File: config.mk
export PLATFORM = sky130hd
export DESIGN_NAME = fifo_wr_arbiter_flat
export DESIGN_NICKNAME = d
export VERILOG_FILES = /design/src/rtl/fifo_arb_pkg.sv /design/src/rtl/fifo_wr_arbiter_if.sv /design/src/rtl/fifo_wr_arbiter_rr_pick.sv /design/src/rtl/fifo_wr_arbiter.sv /design/src/flat_wrapper.sv
export SDC_FILE = /design/constraint.sdc
export NUM_CORES = 1
export LEC_CHECK = 0
export ABC_AREA = 1
export ABC_CLOCK_PERIOD_IN_PS = 1370
export CAP_MARGIN = 20
export CORE_MARGIN = 8
export CORE_UTILIZATION = 34
export CTS_BUF_LIST = sky130_fd_sc_hd__clkbuf_4
export CTS_CLUSTER_SIZE = 28
export DETAILED_ROUTE_END_ITERATION = 10
export PLACE_DENSITY = 0.75
export SETUP_SLACK_MARGIN = 0.2
export SLEW_MARGIN = 25
export SYNTH_ARGS = -nofsm -noshare
export SYNTH_HDL_FRONTEND = slang
export SYNTH_SLANG_ARGS = --single-unit
File: constraint.sdc
create_clock -name clock -period 1.37 [get_ports clock]
set_input_delay 0.137 -clock clock [delete_from_list [all_inputs] [get_ports clock]]
set_output_delay 0.137 -clock clock [all_outputs]
set_load 0.01 [all_outputs]
File: src/rtl/fifo_arb_pkg.sv
// Shared definitions for the FIFO write-side arbiter.
//   arb_state_e    : two-state arbiter FSM encoding (ST_IDLE / ST_BURST)
//   DEFAULT_DATA_W : byte-wide data path shared with the FIFO data_in
//   grant_w()      : width of a producer index for a given producer count
package fifo_arb_pkg;

  typedef enum logic {
    ST_IDLE  = 1'b0,
    ST_BURST = 1'b1
  } arb_state_e;

  localparam int unsigned DEFAULT_DATA_W = 8;

  // Never returns 0 so a single-bit index remains legal for degenerate counts.
  function automatic int unsigned grant_w(input int unsigned num_req);
    return (num_req > 1) ? $clog2(num_req) : 1;
  endfunction

endpackage

File: src/rtl/fifo_wr_arbiter_if.sv
// Bundle of the producer streams and the FIFO write port around the arbiter.
//   req_valid/req_last/req_data : producer streams, producer i data at [i*DATA_W +: DATA_W]
//   req_ready                   : per-producer accept, one-hot or zero
//   fifo_full                   : FIFO full flag (programmable threshold)
//   fifo_wr_en/fifo_data        : FIFO write_enable / data_in
// Modports: master = the arbiter (drives accepts and the FIFO write port),
//           slave  = producers plus FIFO (drive streams and full).
interface fifo_wr_arbiter_if import fifo_arb_pkg::*; #(
  parameter int unsigned NUM_REQ = 4,
  parameter int unsigned DATA_W  = DEFAULT_DATA_W
);

  logic [NUM_REQ-1:0]        req_valid;
  logic [NUM_REQ-1:0]        req_last;
  logic [NUM_REQ*DATA_W-1:0] req_data;
  logic [NUM_REQ-1:0]        req_ready;
  logic                      fifo_full;
  logic                      fifo_wr_en;
  logic [DATA_W-1:0]         fifo_data;

  modport master (
    input  req_valid,
    input  req_last,
    input  req_data,
    input  fifo_full,
    output req_ready,
    output fifo_wr_en,
    output fifo_data
  );

  modport slave (
    output req_valid,
    output req_last,
    output req_data,
    output fifo_full,
    input  req_ready,
    input  fifo_wr_en,
    input  fifo_data
  );

endinterface

File: src/rtl/fifo_wr_arbiter_rr_pick.sv
// Round-robin picker: returns the first asserted request searching
// ptr, ptr+1, ... wrapping modulo NUM_REQ. Purely combinational.
//   req   : request vector
//   ptr   : search start index (must be < NUM_REQ)
//   found : any request asserted
//   index : chosen request index (0 when found is low)
module rr_pick import fifo_arb_pkg::*; #(
  parameter int unsigned NUM_REQ = 4,
  parameter int unsigned GRANT_W = grant_w(NUM_REQ)
) (
  input  logic [NUM_REQ-1:0] req,
  input  logic [GRANT_W-1:0] ptr,
  output logic               found,
  output logic [GRANT_W-1:0] index
);

  logic               hit_hi;
  logic [GRANT_W-1:0] idx_hi;
  logic [GRANT_W-1:0] idx_lo;

  // Lowest request at or above ptr wins; otherwise wrap to the lowest request
  // overall. Scanning downward leaves the lowest match in each variable.
  always_comb begin
    hit_hi = 1'b0;
    idx_hi = '0;
    idx_lo = '0;
    for (int i = NUM_REQ - 1; i >= 0; i--) begin
      if (req[i]) begin
        idx_lo = GRANT_W'(i);
        if (GRANT_W'(i) >= ptr) begin
          hit_hi = 1'b1;
          idx_hi = GRANT_W'(i);
        end
      end
    end
  end

  assign found = |req;
  assign index = hit_hi ? idx_hi : idx_lo;

endmodule

File: src/rtl/fifo_wr_arbiter.sv
// Round-robin write-side arbiter sharing one FIFO among NUM_REQ producers.
// A grant is held for a packet-locked burst that ends on a last beat or after
// MAX_BURST beats; one IDLE cycle separates bursts.
//   clock    : rising-edge clock
//   reset_n  : synchronous active-low reset
//   bus      : producer streams and FIFO write port (master modport)
//   grant_id : index of the current or most recently granted producer
//   busy     : high while a burst grant is held
module fifo_wr_arbiter import fifo_arb_pkg::*; #(
  parameter  int unsigned NUM_REQ   = 4,
  parameter  int unsigned DATA_W    = DEFAULT_DATA_W,
  parameter  int unsigned MAX_BURST = 8,
  localparam int unsigned GRANT_W   = grant_w(NUM_REQ),
  localparam int unsigned BEAT_W    = $clog2(MAX_BURST) + 1
) (
  input  logic                clock,
  input  logic                reset_n,
  fifo_wr_arbiter_if.master   bus,
  output logic [GRANT_W-1:0]  grant_id,
  output logic                busy
);

  arb_state_e         state_q, state_d;
  logic [GRANT_W-1:0] grant_q, grant_d;
  logic [GRANT_W-1:0] rr_ptr_q, rr_ptr_d;
  logic [BEAT_W-1:0]  beat_q, beat_d;

  logic               pick_found;
  logic [GRANT_W-1:0] pick_idx;

  logic               sel_valid;
  logic               sel_last;
  logic [DATA_W-1:0]  sel_data;
  logic               transfer;
  logic               burst_end;

  rr_pick #(
    .NUM_REQ (NUM_REQ),
    .GRANT_W (GRANT_W)
  ) u_rr_pick (
    .req   (bus.req_valid),
    .ptr   (rr_ptr_q),
    .found (pick_found),
    .index (pick_idx)
  );

  // Stream of the granted producer.
  always_comb begin
    sel_valid = 1'b0;
    sel_last  = 1'b0;
    sel_data  = '0;
    for (int i = 0; i < NUM_REQ; i++) begin
      if (grant_q == GRANT_W'(i)) begin
        sel_valid = bus.req_valid[i];
        sel_last  = bus.req_last[i];
        sel_data  = bus.req_data[i*DATA_W +: DATA_W];
      end
    end
  end

  // reset_n gating keeps the reset cycle write-free even mid-burst.
  assign transfer  = reset_n && (state_q == ST_BURST) && sel_valid && !bus.fifo_full;
  assign burst_end = transfer && (sel_last || (beat_q == BEAT_W'(MAX_BURST - 1)));

  // State register.
  always_ff @(posedge clock) begin
    if (!reset_n) begin
      state_q  <= ST_IDLE;
      grant_q  <= '0;
      rr_ptr_q <= '0;
      beat_q   <= '0;
    end else begin
      state_q  <= state_d;
      grant_q  <= grant_d;
      rr_ptr_q <= rr_ptr_d;
      beat_q   <= beat_d;
    end
  end

  // Next-state logic.
  always_comb begin
    state_d  = state_q;
    grant_d  = grant_q;
    rr_ptr_d = rr_ptr_q;
    beat_d   = beat_q;
    unique case (state_q)
      ST_IDLE: begin
        if (pick_found) begin
          grant_d = pick_idx;
          state_d = ST_BURST;
        end
      end
      ST_BURST: begin
        if (burst_end) begin
          state_d  = ST_IDLE;
          beat_d   = '0;
          rr_ptr_d = (grant_q == GRANT_W'(NUM_REQ - 1)) ? '0 : grant_q + 1'b1;
        end else if (transfer) begin
          beat_d = beat_q + 1'b1;
        end
      end
    endcase
  end

  // Outputs. Ready follows only ~fifo_full so a stalled producer can still see
  // the grant; the write itself additionally needs valid.
  always_comb begin
    bus.req_ready  = '0;
    bus.fifo_wr_en = 1'b0;
    bus.fifo_data  = sel_data;
    if (reset_n && (state_q == ST_BURST)) begin
      for (int i = 0; i < NUM_REQ; i++) begin
        if (grant_q == GRANT_W'(i)) begin
          bus.req_ready[i] = !bus.fifo_full;
        end
      end
      bus.fifo_wr_en = transfer;
    end
  end

  assign grant_id = grant_q;
  assign busy     = (state_q == ST_BURST);

  ready_onehot_a: assert property (@(posedge clock) disable iff (!reset_n)
    $onehot0(bus.req_ready));

  beat_bound_a: assert property (@(posedge clock) disable iff (!reset_n)
    beat_q < BEAT_W'(MAX_BURST));

  wr_needs_room_a: assert property (@(posedge clock) disable iff (!reset_n)
    bus.fifo_wr_en |-> !bus.fifo_full && busy);

endmodule
File: src/flat_wrapper.sv
// flat-port wrapper written by rule: the top's interface ports become plain ports
module fifo_wr_arbiter_flat import fifo_arb_pkg::*;
#(
  parameter  int unsigned NUM_REQ   = 4,
  parameter  int unsigned DATA_W    = DEFAULT_DATA_W,
  parameter  int unsigned MAX_BURST = 8,
  localparam int unsigned GRANT_W   = grant_w(NUM_REQ),
  localparam int unsigned BEAT_W    = $clog2(MAX_BURST) + 1
)
  (clock, reset_n, grant_id, busy, bus_req_valid, bus_req_last, bus_req_data, bus_fifo_full, bus_req_ready, bus_fifo_wr_en, bus_fifo_data);
  fifo_wr_arbiter_if #(.NUM_REQ(NUM_REQ), .DATA_W(DATA_W)) bus_i ();
  input  logic clock;
  input  logic reset_n;
  output logic [GRANT_W-1:0] grant_id;
  output logic busy;
  input wire logic [$bits(bus_i.req_valid)-1:0] bus_req_valid;
  input wire logic [$bits(bus_i.req_last)-1:0] bus_req_last;
  input wire logic [$bits(bus_i.req_data)-1:0] bus_req_data;
  input wire logic [$bits(bus_i.fifo_full)-1:0] bus_fifo_full;
  output wire logic [$bits(bus_i.req_ready)-1:0] bus_req_ready;
  output wire logic [$bits(bus_i.fifo_wr_en)-1:0] bus_fifo_wr_en;
  output wire logic [$bits(bus_i.fifo_data)-1:0] bus_fifo_data;
  assign bus_i.req_valid = bus_req_valid;
  assign bus_i.req_last = bus_req_last;
  assign bus_i.req_data = bus_req_data;
  assign bus_i.fifo_full = bus_fifo_full;
  assign bus_req_ready = bus_i.req_ready;
  assign bus_fifo_wr_en = bus_i.fifo_wr_en;
  assign bus_fifo_data = bus_i.fifo_data;
  fifo_wr_arbiter #(.NUM_REQ(NUM_REQ), .DATA_W(DATA_W), .MAX_BURST(MAX_BURST)) u_core (.clock(clock), .reset_n(reset_n), .bus(bus_i), .grant_id(grant_id), .busy(busy));
endmodule
# After elaboration in Yosys (flattened, before gate mapping)
# Cells that the tools add are included.
# Widths: inputs -> output; s select.
dict set report classes {
  add_sub_neg 2
  n_lt_le_gt_ge 4
  eq_ne 4
  muxes 45
  bitwise_logic 1
  n_reduce_logical 12
}
# cell n
set op_table {}
lappend op_table {{$mux 8} 4}
lappend op_table {{$mux 2} 14}
lappend op_table {{$mux 1} 23}
lappend op_table {{$mux 4} 3}
lappend op_table {{$reduce_and 2->1} 3}
lappend op_table {{$add 4x1->4 const B} 1}
lappend op_table {{$eq 2x2->1 const B} 2}
lappend op_table {{$eq 4x3->1 const B} 1}
lappend op_table {{$ge 1x2->1 const A} 2}
lappend op_table {{$ge 2x2->1 const A} 2}
lappend op_table {{$logic_and 1x1->1} 4}
lappend op_table {{$reduce_or 4->1} 1}
lappend op_table {{$add 2x1->2 const B} 1}
lappend op_table {{$eq 2x1->1 const B} 1}
lappend op_table {{$logic_not 2->1} 1}
lappend op_table {{$pmux 1 s2} 1}
lappend op_table {{$reduce_bool 2->1} 1}
lappend op_table {{$logic_not 1->1} 1}
lappend op_table {{$logic_or 1x1->1} 1}
lappend op_table {{$not 1->1} 1}
dict set report totals {
  ff_bits 9
}

# Depth between registers and ports, before layout
# Gate-level depths: netlist (run 1).
dict set report depth {
  depth_word 10
  ltp_mapped 11
  mapped_depth_nobuf 11
}

# By module
# From an unflattened synthesis (run 1), not the netlist that was laid out.
dict set report unflattened {
  cells_unflattened 170
  hier_area_um2 949.7
}
# module instances cells_each area_per_inst_um2
set by_module_without_submodules {}
lappend by_module_without_submodules {fifo_wr_arbiter 1 146 848.3}
lappend by_module_without_submodules {rr_pick 1 24 101.3}

# Worst setup path before layout (run 1)
# OpenSTA, ideal clock, no wires.
dict set report synth_timing {
  kind {register to output}
  start {reg u_core.grant_q[1] (netlist: u_core.grant_id[1])}
  end {out bus_fifo_data[0]}
  arrival_time_ps 1445
  required_time_ps 1233
  slack_ps -212
  stages_incl_launch_ff 9
  path_buffers 1
  path_cell_list {dfxtp_1 inv_1 ha_1 buf_6 nor2_4 nand2_1 nand2_1 o21ai_0 o21ai_0}
}
dict set report synth_via {
  elab_chain_cells 5
  elab_cells_between_ends 8
  classes_between {eq/ne (3); mux (4); reduce/logical (1)}
}
# element line_no
set synth_lines {}
lappend synth_lines {{from (decl)} fifo_wr_arbiter.sv:24} ;# logic [GRANT_W-1:0] grant_q, grant_d;
lappend synth_lines {{from (signal assigned)} fifo_wr_arbiter.sv:74} ;# grant_q <= grant_d;
lappend synth_lines {{$logic_not 2->1} fifo_wr_arbiter.sv:53} ;# if (grant_q == GRANT_W'(i)) begin
lappend synth_lines {{$mux 8 (3 in a row)} fifo_wr_arbiter.sv:53}
lappend synth_lines {{$mux 8 *} fifo_wr_arbiter.sv:53}
lappend synth_lines {{to (decl)} flat_wrapper.sv:22} ;# output wire logic [$bits(bus_i.fifo_data)-1:0] bus_fifo_data;
# Mark *: on every way between the ends. The rest lies on a longest branch, timed or not.

# Worst setup path after layout (run 1)
dict set report layout_timing {
  start {reg u_core.grant_q[1] (netlist: u_core.grant_id[1])}
  end {out bus_fifo_data[5]}
}
# The elaborated chain is that of the path after synthesis.

==> flow_summary.yaml, run 1 <==
setup_path:
  crit_slowest_cell: "dfxtp_4"
  crit_family: "flip-flops"
  critPathRequiredTime_ns: 1.23
  cp_cell_sequence: "inv_4 > ha_4 > nor2_4 > buf_6 > nand2_2 > nand2_2 > o21ai_2 > o21ai_2 > buf_2"
  worstReg2RegEnd: "u_core.beat_q[1]$_SDFFE_PN0P_"
  slowest_delay_ns: 0.37
  r2r_setup_slack_ns: -0.15
  r2r_start: "u_core.grant_id[1]$_SDFFE_PN0P_"
  cp_max_fo: 7
  crit_type: "flop to primary output"
  endpoint_kind: "primary output"
  cp.arrival_ns: 1.58
  critPathBufInv: 3
  ff2ff_path_depth: 11
  start_kind: "flop"
yosys:
  ys_seq_area_frac: 0.190
  syn_nets: 216
  synth_seq_cells: 9
  netlist_area_um2: 947
  ys_types: 21
  syn_avg_cell_area_um2: 5.64
  synth_cells: 168
  synth_warnings: 0
timing:
  max_freq_mhz: 582
  rsz0062_at_grt: "yes"
  period_minus_slack_ns: 1.72
  relSlewSlack: 0.849
  hold_viol: 0
  worst_slew_pin_slew_ns: 0.225
  hold_ws_ns: 0.319
  final-setup-viol-count: 19
  finClkSkew_ns: 0.00576
  slew_viol_final: 0
  fin_crit_sh: 1.25
  setup_slack_ns: -0.348
pwr:
  p_int_mw: 0.711
  power_density_nw_per_um2: 555
  switching_share: 0.348
  combPwrFrac: 0.536
  total_switching_power_mw: 0.379
  vdd_ir_drop_max_uv: 422
  pwr-share-seq: 0.257
  clkPwrFrac: 0.207
  leakagePower_nw: 0.896
final_layout:
  diodes: 0
  drive_above_1_share: 0.390
  fin_nets: 303
  syn_to_final_growth_pct: 107
  post-route-util: 0.725
clock_tree:
  clockBufferDepth: 2
  tritoncts: "built"
  cts_root_buffer: "clkbuf_4"
  cts_max_level: 1
  clk_latency_ns: 0.26
  cts_made_buffers: 3
  clk_pin_slew_ns: 0.06
  hold_buffers: 0
  clock_sinks: 9
routing:
  wl_um: 4040
  antenna_left: 0
  via_per_inst: 5.05
  drtIter0Drc: 79
  first_pass_iters: 7
  routedWlPerCell_um: 14.2
  vias: 1438
  drc: 0
die:
  coreArea_um2: 2710
  die_w_um: 68.8
  ioPinCount: 59
  row_count: 19
  chipHeight_um: 68.8
  start_util: 0.349
  die_area_um2: 4730
placed_design:
  port_buffers: 58
  place_congestion: 0.871
  dp_hpwl_um: 3100
hold_path:
  holdPathStages: 5
  hold_class: "primary input to flop"
  holdCritStartpoint: "bus_req_valid[1]"
  whs_endpoint: "u_core.grant_id[0]$_SDFFE_PN0P_"
run_status:
  violations: "setup timing"
  status: "complete, but fails checks"
grt:
  antenna_found_initial: 0
  grt_pass1_wl_um: 6180
  grt_pass1_vias: 1527
  overflow: 0
  grt_usage: 0.166
  grt_max_degree: 17
flow_run:
  drv_cap: 0
final cells by class:
| type | instances | area, um2 |
|---|---|---|
| clock buffers | 4 | 30.0 |
| fillers | 215 | 746 |
| inverters | 19 | 88.8 |
| multi-input cells | 135 | 832 |
| flip-flops and latches | 9 | 190 |
| well taps | 31 | 38.8 |
| repair buffers | 86 | 776 |
| repair inverters | 1 | 8.76 |
flip-flops by register name (all words and copies together) (netlist names):
| signal | cells |
|---|---|
| u_core.grant_id | 2 |
| u_core.busy | 1 |
| u_core.beat_q | 4 |
| u_core.rr_ptr_q | 2 |
metrics by stage:
stage	power, mW	cells	TNS (ns)	setup WS, ns	area [um2]
2_1_floorplan	0.519	168	0	0.00342	1030
3_3_place_gp	0.801	273	-6.52	-0.431	1760
3_5_place_dp	0.813	273	-7.25	-0.462	1760
4_1_cts	1.07	281	-3.68	-0.314	1890
5_1_grt	1.16	285	-5.54	-0.426	1960
6_report	1.09	285	-3.77	-0.348	1960
worst max path at each step:
stage                                    startpoint                       endpoint  slack, ns  cells after the start
floorplan           u_core.grant_id[0]$_SDFFE_PN0P_  u_core.beat_q[1]$_SDFFE_PN0P_      0.003                      9
global placement    u_core.grant_id[0]$_SDFFE_PN0P_               bus_fifo_data[0]      -0.43                      9
detailed placement  u_core.grant_id[0]$_SDFFE_PN0P_               bus_fifo_data[1]      -0.46                      9
CTS                 u_core.grant_id[1]$_SDFFE_PN0P_               bus_fifo_data[5]      -0.31                      9
global route        u_core.grant_id[0]$_SDFFE_PN0P_               bus_fifo_data[5]      -0.43                     10
finish              u_core.grant_id[1]$_SDFFE_PN0P_               bus_fifo_data[5]      -0.35                      9
cell usage in the layout, fill, tap and decap left out, drive strengths merged, types with 3 or more instances in the layout:
cell           Yosys  routed
inv               19      20
nand3             11      11
o21ai             19      19
nand4              3       3
nor2              21      21
dfxtp              9       9
buf                4      41
clkdlybuf4s50      0      37
nand2             57      57
dlygate4sd2        0       4
clkbuf             1       4
ha                 5       5
a21oi             17      17
logic make-up after synthesis:
kind of cell | after synthesis | share of synthesized area
AO/OA/AOI/OAI | 36 | 0.218
adder cells (fa/ha/maj) | 5 | 0.0661
buffers and inverters | 24 | 0.116
flip-flops | 9 | 0.190
AND/OR/NAND/NOR | 94 | 0.410
layer usage:
layer / wire length, um / global-route usage
met1: 1660 / 0.169
met2: 1860 / 0.309
met3: 469 / 0.0452
met4: 56 / 0.0752
met5: 0 / 0
tightest hold or removal path, stage by stage:
cell,delay [ns]
dlymetal6s2s_1,0.14
nand3_1,0.10
nor2_1,0.06
nor2_1,0.08
nor2_1,0.04
synth_stat cells:
cell type	n	share of area
buf_6	2	0.024
a21oi_1	15	0.079
nand3_1	11	0.058
dfxtp_1	9	0.19
buf_4	1	0.0079
o21ai_1	2	0.011
nand4_1	3	0.020
nand2_1	57	0.23
nor2_2	1	0.0066
clkbuf_1	1	0.0040
or2_2	1	0.0066
o21ai_0	16	0.085
a21oi_4	2	0.034
ha_1	5	0.066
inv_2	1	0.0040
buf_2	1	0.0053
nor2_4	1	0.012
nor2_1	19	0.075
nor3_1	1	0.0053
o21ai_2	1	0.0092
inv_1	18	0.071
power groups by stage:
stage | Sequential [mW] | Clock, mW | Combinational, mW
global route | 0.281 | 0.240 | 0.641
CTS | 0.279 | 0.230 | 0.556
global placement | 0.284 | 0 | 0.516
floorplan | 0.289 | 0 | 0.230
finish | 0.280 | 0.225 | 0.584
detailed placement | 0.285 | 0 | 0.527
timing repair:
item | 4_1_cts | 5_1_grt
setup endpoints to repair | 25 | 22
buffers inserted | 4 | 3
gates resized for setup | 99 | 18
pin swaps | 21 | 4
cloned | 0 | 1
No activity file was read; power rests on OpenSTA's default activity.
==> run 2, diff against run 1 <==
--- a/config.mk
+++ b/config.mk
@@ -13,7 +13,7 @@
 export CTS_BUF_LIST = sky130_fd_sc_hd__clkbuf_4
 export CTS_CLUSTER_SIZE = 28
 export DETAILED_ROUTE_END_ITERATION = 10
-export PLACE_DENSITY = 0.75
+export PLACE_DENSITY = 0.78
 export SETUP_SLACK_MARGIN = 0.2
 export SLEW_MARGIN = 25
 export SYNTH_ARGS = -nofsm -noshare
==> run 2 against run 1 <==
The run still ends with setup timing left. Final cell count grew 1.4%. Worst setup slack lost 0.013 ns. Clock power grew 7%. Sequential power is essentially flat. Worst hold slack lost 0.033 ns. Final area grew 7.1%. First-iteration DRC count shrank 23%. Fmax shrank 0.74%. Routed wire length shrank 1.1%. Sequential cell count is the same. Sequential share of layout area shrank 0.64 points.
==> flow_summary.yaml, run 2 (synthesis results as in run 1) <==
timing:
  hold_viol: 0
  max_freq_mhz: 578
  fin_crit_sh: 1.26
  slew_viol_final: 0
  setup_slack_ns: -0.361
  rsz0062_at_grt: "yes"
  finClkSkew_ns: 0.00897
  final-setup-viol-count: 19
  period_minus_slack_ns: 1.73
  relSlewSlack: 0.772
  worst_slew_pin_slew_ns: 0.340
pwr:
  combPwrFrac: 0.546
  total_switching_power_mw: 0.407
  p_total_mw: 1.15
  pwr-share-seq: 0.245
  switching_share: 0.354
  power_density_nw_per_um2: 546
  clkPwrFrac: 0.210
  leakagePower_nw: 0.946
  vdd_ir_drop_max_uv: 441
  p_int_mw: 0.743
placed_design:
  dpl_worst_slack_ns: -0.458
  dp_hpwl_um: 2920
  place_congestion: 0.810
  port_buffers: 58
  place_inst: 275
clock_tree:
  tritoncts: "built"
  hold_buffers: 0
  cts_made_buffers: 3
  cts_root_buffer: "clkbuf_4"
  clockBufferDepth: 2
  clock_sinks: 9
  clk_latency_ns: 0.28
  cts_max_level: 1
  clk_pin_slew_ns: 0.07
run_status:
  violations: "setup timing"
  status: "complete, but fails checks"
final_layout:
  layout_commonest_cell: "nand2_1"
  largest-register: "u_core.beat_q"
  diodes: 0
  fin_nets: 307
  drive_above_1_share: 0.442
  multiInputGateArea_um2: 890
  syn_to_final_growth_pct: 122
  largest_reg_flops: 4
  seq_area_um2: 190
  layout_common_cells: "nand2_1, clkdlybuf4s50_1, buf_4, buf_6, nor2_1"
  post-route-util: 0.777
  final.fill_count: 203
  stdcell_count: 289
grt:
  overflow: 0
  grt_max_degree: 12
  grt_pass1_wl_um: 5560
  grt_usage: 0.154
  antenna_found_initial: 0
  grt_pass1_vias: 1286
setup_path:
  ff2ff_path_depth: 12
  crit_type: "flop to primary output"
  cp.arrival_ns: 1.59
  r2r_setup_slack_ns: -0.27
  critPathRequiredTime_ns: 1.23
  endpoint_kind: "primary output"
  cp_max_fo: 8
  start_kind: "flop"
routing:
  wl_um: 3990
  antenna_left: 0
  routedWlPerCell_um: 13.8
  vias: 1407
  first_pass_iters: 4
  drtIter0Drc: 61
  drc: 0
  via_per_inst: 4.87
die:
  die_area_um2: 4730
  die_w_um: 68.8
  ioPinCount: 59
  chipHeight_um: 68.8
  start_util: 0.349
  row_count: 19
  coreArea_um2: 2710
hold_path:
  hold_class: "primary input to flop"
  holdPathStages: 5
flow_run:
  drv_cap: 0
-- run 2: path summary, 6_finish.rpt --
path | start | end
max | u_core.grant_id[1]$_SDFFE_PN0P_ | bus_fifo_wr_en
min | bus_req_valid[1] | u_core.grant_id[0]$_SDFFE_PN0P_
max reg2reg | u_core.grant_id[1]$_SDFFE_PN0P_ | u_core.beat_q[0]$_SDFFE_PN0P_
min reg2reg | u_core.rr_ptr_q[1]$_SDFFE_PN0P_ | u_core.rr_ptr_q[1]$_SDFFE_PN0P_
-- run 2: metal layers --
| metal | vias to the layer above | GRT usage | wire length, um |
|---|---|---|---|
| li1 | 720 | - | - |
| met1 | 618 | 0.190 | 1640 |
| met2 | 62 | 0.245 | 1740 |
| met3 | 7 | 0.0372 | 529 |
| met4 | 0 | 0.0752 | 77 |
| met5 | - | 0 | 0 |
-- run 2: cell type report --
type                    count  share of cell area
clock buffers               4              0.0143
repair buffers             90               0.402
well taps                  31              0.0184
multi-input cells         135               0.423
repair inverters            1             0.00416
inverters                  19              0.0482
flip-flops and latches      9              0.0904
-- run 2: worst max-delay path: stages (launching register included) --
cell and delay [ns]:
dfxtp_4 0.37, buf_4 0.13, buf_6 0.12, ha_4 0.17
buf_12 0.14, a21oi_4 0.16, a21oi_4 0.09, buf_6 0.13
-- run 2: power groups by stage --
stage	registers, mW	clock network, mW	logic (mW)
2_1_floorplan	0.289	0	0.230
3_3_place_gp	0.285	0	0.521
3_5_place_dp	0.285	0	0.525
4_1_cts	0.280	0.240	0.536
5_1_grt	0.282	0.266	0.681
6_report	0.281	0.241	0.627
-- run 2: through the flow --
| step | hold WS, ns | area [um2] | setup TNS [ns] |
|---|---|---|---|
| after floorplan | 0.251 | 1030 | 0 |
| after global placement | 0.513 | 1790 | -7.19 |
| after detailed placement | 0.520 | 1790 | -7.40 |
| after CTS | 0.389 | 1880 | -4.75 |
| after global routing | 0.333 | 2100 | -6.64 |
| final | 0.286 | 2100 | -5.07 |
-- run 2: repair_timing --
| action | 4_1_cts | 5_1_grt |
|---|---|---|
| endpoints found under the setup margin | 25 | 24 |
| pin swaps | 22 | 25 |
| resized for setup | 88 | 53 |
| cloned | 0 | 1 |
| buffers inserted | 5 | 4 |
